==> src/rtl/wm_cfg_sequencer_if.sv <==
// WM8731 configuration sequencer <-> I2C byte-pair writer handshake.
// The sequencer is the master: it pulses i2c_go with a stable i2c_word and
// the writer answers with a single-cycle i2c_done, qualified by i2c_nack.
interface wm_cfg_sequencer_if;
   logic        i2c_go;
   logic [15:0] i2c_word;
   logic        i2c_done;
   logic        i2c_nack;

   modport master (
      output i2c_go,
      output i2c_word,
      input  i2c_done,
      input  i2c_nack
   );

   modport slave (
      input  i2c_go,
      input  i2c_word,
      output i2c_done,
      output i2c_nack
   );
endinterface

==> src/rtl/wm_cfg_sequencer.sv <==
// WM8731 configuration sequencer.
// Walks the codec power-up init table and services headphone-volume updates
// through one shared I2C writer, with NACK retry, an inter-write gap and a
// sticky error flag. Init has fixed priority; a volume request is parked in
// vol_pend until the sequencer is idle with no cfg_go in the same cycle.
//
// Optional feature: define CFG_TIMEOUT_EN to add a watchdog on i2c_done.
// A write that sees no i2c_done within TIMEOUT_CYCLES is treated as a NACK.
// Without the macro WAIT waits indefinitely and no watchdog logic exists.
//
// state  | meaning
// IDLE   | nothing in flight; accepts cfg_go, else services vol_pend
// LOAD   | latch the next word (ROM entry or volume word), clear retry count
// ISSUE  | one-cycle i2c_go to the writer
// WAIT   | waiting for i2c_done (and the watchdog when enabled)
// GAP    | bus idle time before the next write, retry or return to IDLE
module wm_cfg_sequencer #(
   parameter int GAP_CYCLES     = 500,
   parameter int MAX_RETRY      = 3,
   parameter int TIMEOUT_CYCLES = 200000
) (
   input  logic                      clk_50m,
   input  logic                      rst_n,
   input  logic                      cfg_go,
   output logic                      cfg_done,
   output logic                      cfg_err,
   input  logic                      vol_req,
   input  logic [6:0]                vol_val,
   output logic                      vol_ack,
   output logic                      busy,
   wm_cfg_sequencer_if.master        i2c
);

   localparam int         GAP_W    = $clog2(GAP_CYCLES + 1);
   localparam int         RETRY_W  = $clog2(MAX_RETRY + 1);
   localparam logic [3:0] LAST_IDX = 4'd10;

   typedef enum logic [2:0] {
      S_IDLE  = 3'd0,
      S_LOAD  = 3'd1,
      S_ISSUE = 3'd2,
      S_WAIT  = 3'd3,
      S_GAP   = 3'd4
   } state_t;

   state_t               state;
   state_t               state_nxt;

   logic                 src_vol;
   logic [3:0]           idx;
   logic [RETRY_W-1:0]   retry;
   logic                 retry_pend;
   logic                 vol_pend;
   logic [6:0]           vol_reg;
   logic [GAP_W-1:0]     gap_cnt;
   logic [15:0]          word_reg;

   logic                 wait_ok;
   logic                 wait_fail;
   logic                 can_retry;
   logic                 gap_end;
   logic                 tmo_hit;

   // Power-up register image, written in this order.
   function automatic logic [15:0] rom_word(input logic [3:0] i);
      logic [15:0] w;
      case (i)
         4'd0:    w = 16'h1E00;
         4'd1:    w = 16'h0C00;
         4'd2:    w = 16'h0017;
         4'd3:    w = 16'h0217;
         4'd4:    w = 16'h0479;
         4'd5:    w = 16'h0679;
         4'd6:    w = 16'h0812;
         4'd7:    w = 16'h0A00;
         4'd8:    w = 16'h0E42;
         4'd9:    w = 16'h1000;
         4'd10:   w = 16'h1201;
         default: w = 16'h0000;
      endcase
      return w;
   endfunction

`ifdef CFG_TIMEOUT_EN
   localparam int TMO_W = $clog2(TIMEOUT_CYCLES + 1);

   logic [TMO_W-1:0] tmo_cnt;

   // Watchdog down-counter: armed in ISSUE, runs down through WAIT.
   always_ff @(posedge clk_50m or negedge rst_n) begin
      if (!rst_n) begin
         tmo_cnt <= '0;
      end else if (state == S_ISSUE) begin
         tmo_cnt <= TMO_W'(TIMEOUT_CYCLES - 1);
      end else if (state == S_WAIT && tmo_cnt != '0) begin
         tmo_cnt <= tmo_cnt - TMO_W'(1);
      end
   end

   assign tmo_hit = (state == S_WAIT) && !i2c.i2c_done && (tmo_cnt == '0);
`else
   logic unused_tmo_cfg;

   assign unused_tmo_cfg = (TIMEOUT_CYCLES != 0);
   assign tmo_hit        = 1'b0;
`endif

   // Outcome of the transaction in flight; a watchdog expiry counts as NACK.
   always_comb begin
      wait_ok   = (state == S_WAIT) && i2c.i2c_done && !i2c.i2c_nack;
      wait_fail = (state == S_WAIT) && ((i2c.i2c_done && i2c.i2c_nack) || tmo_hit);
      can_retry = (retry < RETRY_W'(MAX_RETRY));
      gap_end   = (gap_cnt == '0);
   end

   // State register.
   always_ff @(posedge clk_50m or negedge rst_n) begin
      if (!rst_n) begin
         state <= S_IDLE;
      end else begin
         state <= state_nxt;
      end
   end

   // Next-state decode.
   always_comb begin
      state_nxt = state;
      case (state)
         S_IDLE: begin
            if (cfg_go || vol_pend) begin
               state_nxt = S_LOAD;
            end
         end
         S_LOAD:  state_nxt = S_ISSUE;
         S_ISSUE: state_nxt = S_WAIT;
         S_WAIT: begin
            if (wait_ok) begin
               state_nxt = S_GAP;
            end else if (wait_fail) begin
               state_nxt = can_retry ? S_GAP : S_IDLE;
            end
         end
         S_GAP: begin
            if (gap_end) begin
               if (retry_pend) begin
                  state_nxt = S_ISSUE;
               end else if (!src_vol && !cfg_done) begin
                  state_nxt = S_LOAD;
               end else begin
                  state_nxt = S_IDLE;
               end
            end
         end
         default: state_nxt = S_IDLE;
      endcase
   end

   // Moore outputs.
   always_comb begin
      busy       = (state != S_IDLE);
      i2c.i2c_go = (state == S_ISSUE);
   end

   assign i2c.i2c_word = word_reg;

   // Pending volume request: the last requested value wins until it is loaded.
   always_ff @(posedge clk_50m or negedge rst_n) begin
      if (!rst_n) begin
         vol_pend <= 1'b0;
         vol_reg  <= 7'h00;
      end else begin
         if (state == S_LOAD && src_vol) begin
            vol_pend <= 1'b0;
         end
         if (vol_req) begin
            vol_pend <= 1'b1;
            vol_reg  <= vol_val;
         end
      end
   end

   // Write bookkeeping: source, table index, retries, gap timer, status flags.
   always_ff @(posedge clk_50m or negedge rst_n) begin
      if (!rst_n) begin
         src_vol    <= 1'b0;
         idx        <= 4'd0;
         retry      <= '0;
         retry_pend <= 1'b0;
         gap_cnt    <= '0;
         word_reg   <= 16'h0000;
         cfg_done   <= 1'b0;
         cfg_err    <= 1'b0;
         vol_ack    <= 1'b0;
      end else begin
         vol_ack <= 1'b0;
         case (state)
            S_IDLE: begin
               if (cfg_go) begin
                  src_vol  <= 1'b0;
                  idx      <= 4'd0;
                  cfg_done <= 1'b0;
                  cfg_err  <= 1'b0;
               end else if (vol_pend) begin
                  src_vol <= 1'b1;
               end
            end
            S_LOAD: begin
               word_reg   <= src_vol ? {7'h02, 2'b11, vol_reg} : rom_word(idx);
               retry      <= '0;
               retry_pend <= 1'b0;
            end
            S_ISSUE: begin
               retry_pend <= 1'b0;
            end
            S_WAIT: begin
               if (wait_ok) begin
                  gap_cnt <= GAP_W'(GAP_CYCLES - 1);
                  if (src_vol) begin
                     vol_ack <= 1'b1;
                  end else if (idx == LAST_IDX) begin
                     cfg_done <= 1'b1;
                  end else begin
                     idx <= idx + 4'd1;
                  end
               end else if (wait_fail) begin
                  if (can_retry) begin
                     retry      <= retry + RETRY_W'(1);
                     retry_pend <= 1'b1;
                     gap_cnt    <= GAP_W'(GAP_CYCLES - 1);
                  end else begin
                     cfg_err <= 1'b1;
                  end
               end
            end
            S_GAP: begin
               if (!gap_end) begin
                  gap_cnt <= gap_cnt - GAP_W'(1);
               end
            end
            default: begin
               retry_pend <= 1'b0;
            end
         endcase
      end
   end

endmodule

==> src/flat_wrapper.sv <==
// flat-port wrapper written by rule: the top's interface ports become plain ports
module wm_cfg_sequencer_flat 
#(
   parameter int GAP_CYCLES     = 500,
   parameter int MAX_RETRY      = 3,
   parameter int TIMEOUT_CYCLES = 200000
)
  (clk_50m, rst_n, cfg_go, cfg_done, cfg_err, vol_req, vol_val, vol_ack, busy, i2c_i2c_go, i2c_i2c_word, i2c_i2c_done, i2c_i2c_nack);
  wm_cfg_sequencer_if i2c_i ();
  input  logic clk_50m;
  input  logic rst_n;
  input  logic cfg_go;
  output logic cfg_done;
  output logic cfg_err;
  input  logic vol_req;
  input  logic [6:0] vol_val;
  output logic vol_ack;
  output logic busy;
  output wire logic [$bits(i2c_i.i2c_go)-1:0] i2c_i2c_go;
  output wire logic [$bits(i2c_i.i2c_word)-1:0] i2c_i2c_word;
  input wire logic [$bits(i2c_i.i2c_done)-1:0] i2c_i2c_done;
  input wire logic [$bits(i2c_i.i2c_nack)-1:0] i2c_i2c_nack;
  assign i2c_i2c_go = i2c_i.i2c_go;
  assign i2c_i2c_word = i2c_i.i2c_word;
  assign i2c_i.i2c_done = i2c_i2c_done;
  assign i2c_i.i2c_nack = i2c_i2c_nack;
  wm_cfg_sequencer #(.GAP_CYCLES(GAP_CYCLES), .MAX_RETRY(MAX_RETRY), .TIMEOUT_CYCLES(TIMEOUT_CYCLES)) u_core (.clk_50m(clk_50m), .rst_n(rst_n), .cfg_go(cfg_go), .cfg_done(cfg_done), .cfg_err(cfg_err), .vol_req(vol_req), .vol_val(vol_val), .vol_ack(vol_ack), .busy(busy), .i2c(i2c_i));
endmodule
==> config.mk <==
export PLATFORM = sky130hd
export DESIGN_NAME = wm_cfg_sequencer_flat
export DESIGN_NICKNAME = d
export VERILOG_FILES = /design/src/rtl/wm_cfg_sequencer_if.sv /design/src/rtl/wm_cfg_sequencer.sv /design/src/flat_wrapper.sv
export SDC_FILE = /design/constraint.sdc
export NUM_CORES = 1
export LEC_CHECK = 0
export BUFFER_PORTS_ARGS = -buffer_cell sky130_fd_sc_hd__buf_4
export CAP_MARGIN = 20
export CORE_MARGIN = 2
export CORE_UTILIZATION = 61
export CTS_CLUSTER_DIAMETER = 150
export DETAILED_ROUTE_END_ITERATION = 10
export PLACE_DENSITY = 0.83
export SETUP_SLACK_MARGIN = 0.3
export SLEW_MARGIN = 20
export SYNTH_ARGS = -nofsm -noshare
export SYNTH_HDL_FRONTEND = slang
export SYNTH_SLANG_ARGS = --single-unit
==> constraint.sdc <==
create_clock -name clk_50m -period 7.1 [get_ports clk_50m]
set_clock_uncertainty 0.1 [all_clocks]
set_input_delay 1.42 -clock clk_50m [delete_from_list [all_inputs] [get_ports clk_50m]]
set_output_delay 1.42 -clock clk_50m [all_outputs]
set_load 0.01 [all_outputs]
==> results.cfg <==
[logic_synthesis]
synth_area_leaders = dfrtp_1 48%, ha_1 5.5%, mux2_2 4.0%, nand2_1 3.7%, a21oi_1 3.3%
synth_top_family_by_area = simple AND/OR/NAND/NOR gates
synth_top_area_share = 0.477
syn_inst = 228
synth_warnings = 0
ys_ff_latch = 43
muxShareOfSynthArea = 0.0577
synthSimpleGateAreaFrac = 0.187
synth_edf_count = 0
ys.flop_type = dfrtp_1
async_reset_ff_frac = 1.00
netlist_area_mm2 = 0.00225
syn_avg_cell_area_um2 = 9.89
synth_cell_type_count = 47
synth_fa_ha_area_frac = 0.0555
synth_seq_area_share = 0.477
synth_compound_area_frac = 0.173
synthXorXnorAreaFrac = 0
synth_top_cell_by_area = dfrtp_1

[pwr]
ir_drop_mv = 0.253
power_uw = 883
leakagePower_nw = 1.14
switching_share = 0.383
switching_power_uw = 338
clock_power_share = 0.169
p_comb_frac = 0.361
p_per_area_mw_per_mm2 = 346
pwr-share-seq = 0.470
p_int_uw = 545

[setup_path]
path_max_fanout = 17
cp-start-kind = flop
endpoint_kind = output port
cp_data_required_time_ps = 5580
regToRegSetupSlack_ps = 4740
crit_path_start = u_core.state[1]
timing.rr.end = u_core.gap_cnt[7]
worst-endpoint-arrival_ps = 1510
worst-setup-path-type = reg -> out
r2r_start = u_core.gap_cnt[0]
endpoint = busy
rr_worst_depth = 6

[cts]
clock-sinks = 43
cts_tree = built
clockRootBuffer = clkbuf_8
clockBufferDepth = 2
clkTransAtPathRegs_ps = 70
htreeDepth = 2
numCtsBuffers = 5
cts_resized = 0
postCtsSetupBuffers = 0
cts_hold_buf = 0
clk_latency_ps = 290

[die]
start_util = 0.625
ios = 34
dieArea_mm2 = 0.00420
core_mm2 = 0.00361
die_h_um = 64.8
die_w_um = 64.8
rows = 22

[timing]
worst_slew_pin_slew_ps = 700
hold_violations = 0
slew_headroom = 0.533
timing.fmax_mhz = 330
finalMaxSlewViolations = 0
finalSetupTns_ps = 0
whs_ps = 381
rsz0062_at_grt = no
fin_crit_sh = 0.427
min_period_ps = 3030
setup_viol = 0

[routing]
drtIter0Drc = 80
routed_wl_mm = 4.51
wl_per_cell_um = 15.0
vias_per_cell = 5.91
firstDrtPassIters = 4
num_vias = 1774
drtAntennaViolNets = 0
drc_errors = 0

[status]
status = completed

[global_route]
antenna_found_initial = 0
first_global_vias = 1677
grt_first_pass_wirelength_mm = 7.85
grt_usage = 0.241
grt_start_max_net_pins = 44
grt-ovfl-total = 0

[placement]
place_hpwl_mm = 3.14
place.gp.congestion = 0.865
port_buffers = 30

[hold_path]
min_path_cells = 2
hold_path.class = reg -> reg

[cells_and_area]
drive_gt1_frac = 0.194
antenna_cells = 0
syn_to_final_growth_pct = 13.1
n_fill_cell = 298
largest_reg_flops = 12
nets = 274

[run]
maxCapViolations = 0
[cells by family after synthesis]
group                      after synthesis
and+or+nand+nor                         82
AOI/OAI and AO/OA                       57
DFF                                     43
buffers and inverters                   23
muxes                                   12
adders and majority gates               10
other                                    1
[per-stage QoR]
step | cell area [um2] | std cells | setup WS [ps] | utilization
detailed placement | 2470 | 292 | 4240 | 0.685
finish | 2550 | 300 | 4070 | 0.707
global placement | 2470 | 292 | 4320 | 0.685
CTS | 2550 | 300 | 4070 | 0.707
global route | 2550 | 300 | 3920 | 0.707
floorplan | 2260 | 230 | 4540 | -
[power groups by stage]
stage | sequential, mW | combinational [mW] | clock, mW
CTS | 0.414 | 0.321 | 0.150
finish | 0.415 | 0.319 | 0.149
global route | 0.430 | 0.362 | 0.161
floorplan | 0.383 | 0.240 | 0
detailed placement | 0.418 | 0.320 | 0
global placement | 0.415 | 0.312 | 0
[how the worst min path moves through the flow]
stage	start	endpoint	slack, ps
2_1_floorplan	u_core.gap_cnt[8]	u_core.gap_cnt[8]	360
3_3_place_gp	u_core.i2c.i2c_word[9]	u_core.i2c.i2c_word[9]	360
3_5_place_dp	u_core.i2c.i2c_word[10]	u_core.i2c.i2c_word[10]	370
4_1_cts	u_core.i2c.i2c_word[10]	u_core.i2c.i2c_word[10]	390
5_1_grt	u_core.i2c.i2c_word[10]	u_core.i2c.i2c_word[10]	410
6_report	u_core.i2c.i2c_word[10]	u_core.i2c.i2c_word[10]	380
[cells in the final DEF (no fill, tap or decap), drive strengths merged, types with 3 or more instances in the layout]
master / instances
ha: 10
a22o: 7
nor2: 19
clkbuf: 7
nand2: 22
inv: 6
mux2: 8
conb: 3
nand3b: 4
o21ai: 14
o41ai: 4
mux2i: 4
nand2b: 7
a21oi: 15
buf: 31
nor3: 7
dfrtp: 43
nand3: 5
[layer usage]
metal	wire, um	up-vias	track usage	share of wire
li1	-	858	-	-
met1	2060	857	0.331	0.46
met2	2160	52	0.388	0.48
met3	217	7	0.0417	0.048
met4	70	0	0.0824	0.016
met5	0	-	0	0
[synthesized netlist by cell type, drive strengths merged (4+ instances only)]
cell / instances
nand3b: 4
buf: 5
a21oi: 15
nand3: 5
dfrtp: 43
ha: 10
mux2i: 4
mux2: 8
o21ai: 14
inv: 6
clkbuf: 12
nand2b: 7
a22o: 7
nor2: 19
o41ai: 4
nor3: 7
nand2: 22
[critical path, stage by stage (launching register included)]
cell and delay, ps:
dfrtp_1 550, nor3_1 440, inv_1 80, buf_4 150
[final cells by class]
class	instances	area (um2)	share of cell area
repair buffers	31	233	0.0913
flip-flops and latches	43	1080	0.422
well taps	48	60.1	0.0236
inverters	6	22.5	0.00883
clock buffers	7	76.3	0.0299
clock inverters	1	5.00	0.00196
multi-input cells	164	1080	0.422
Note: power is estimated with default switching activity, not from simulation.
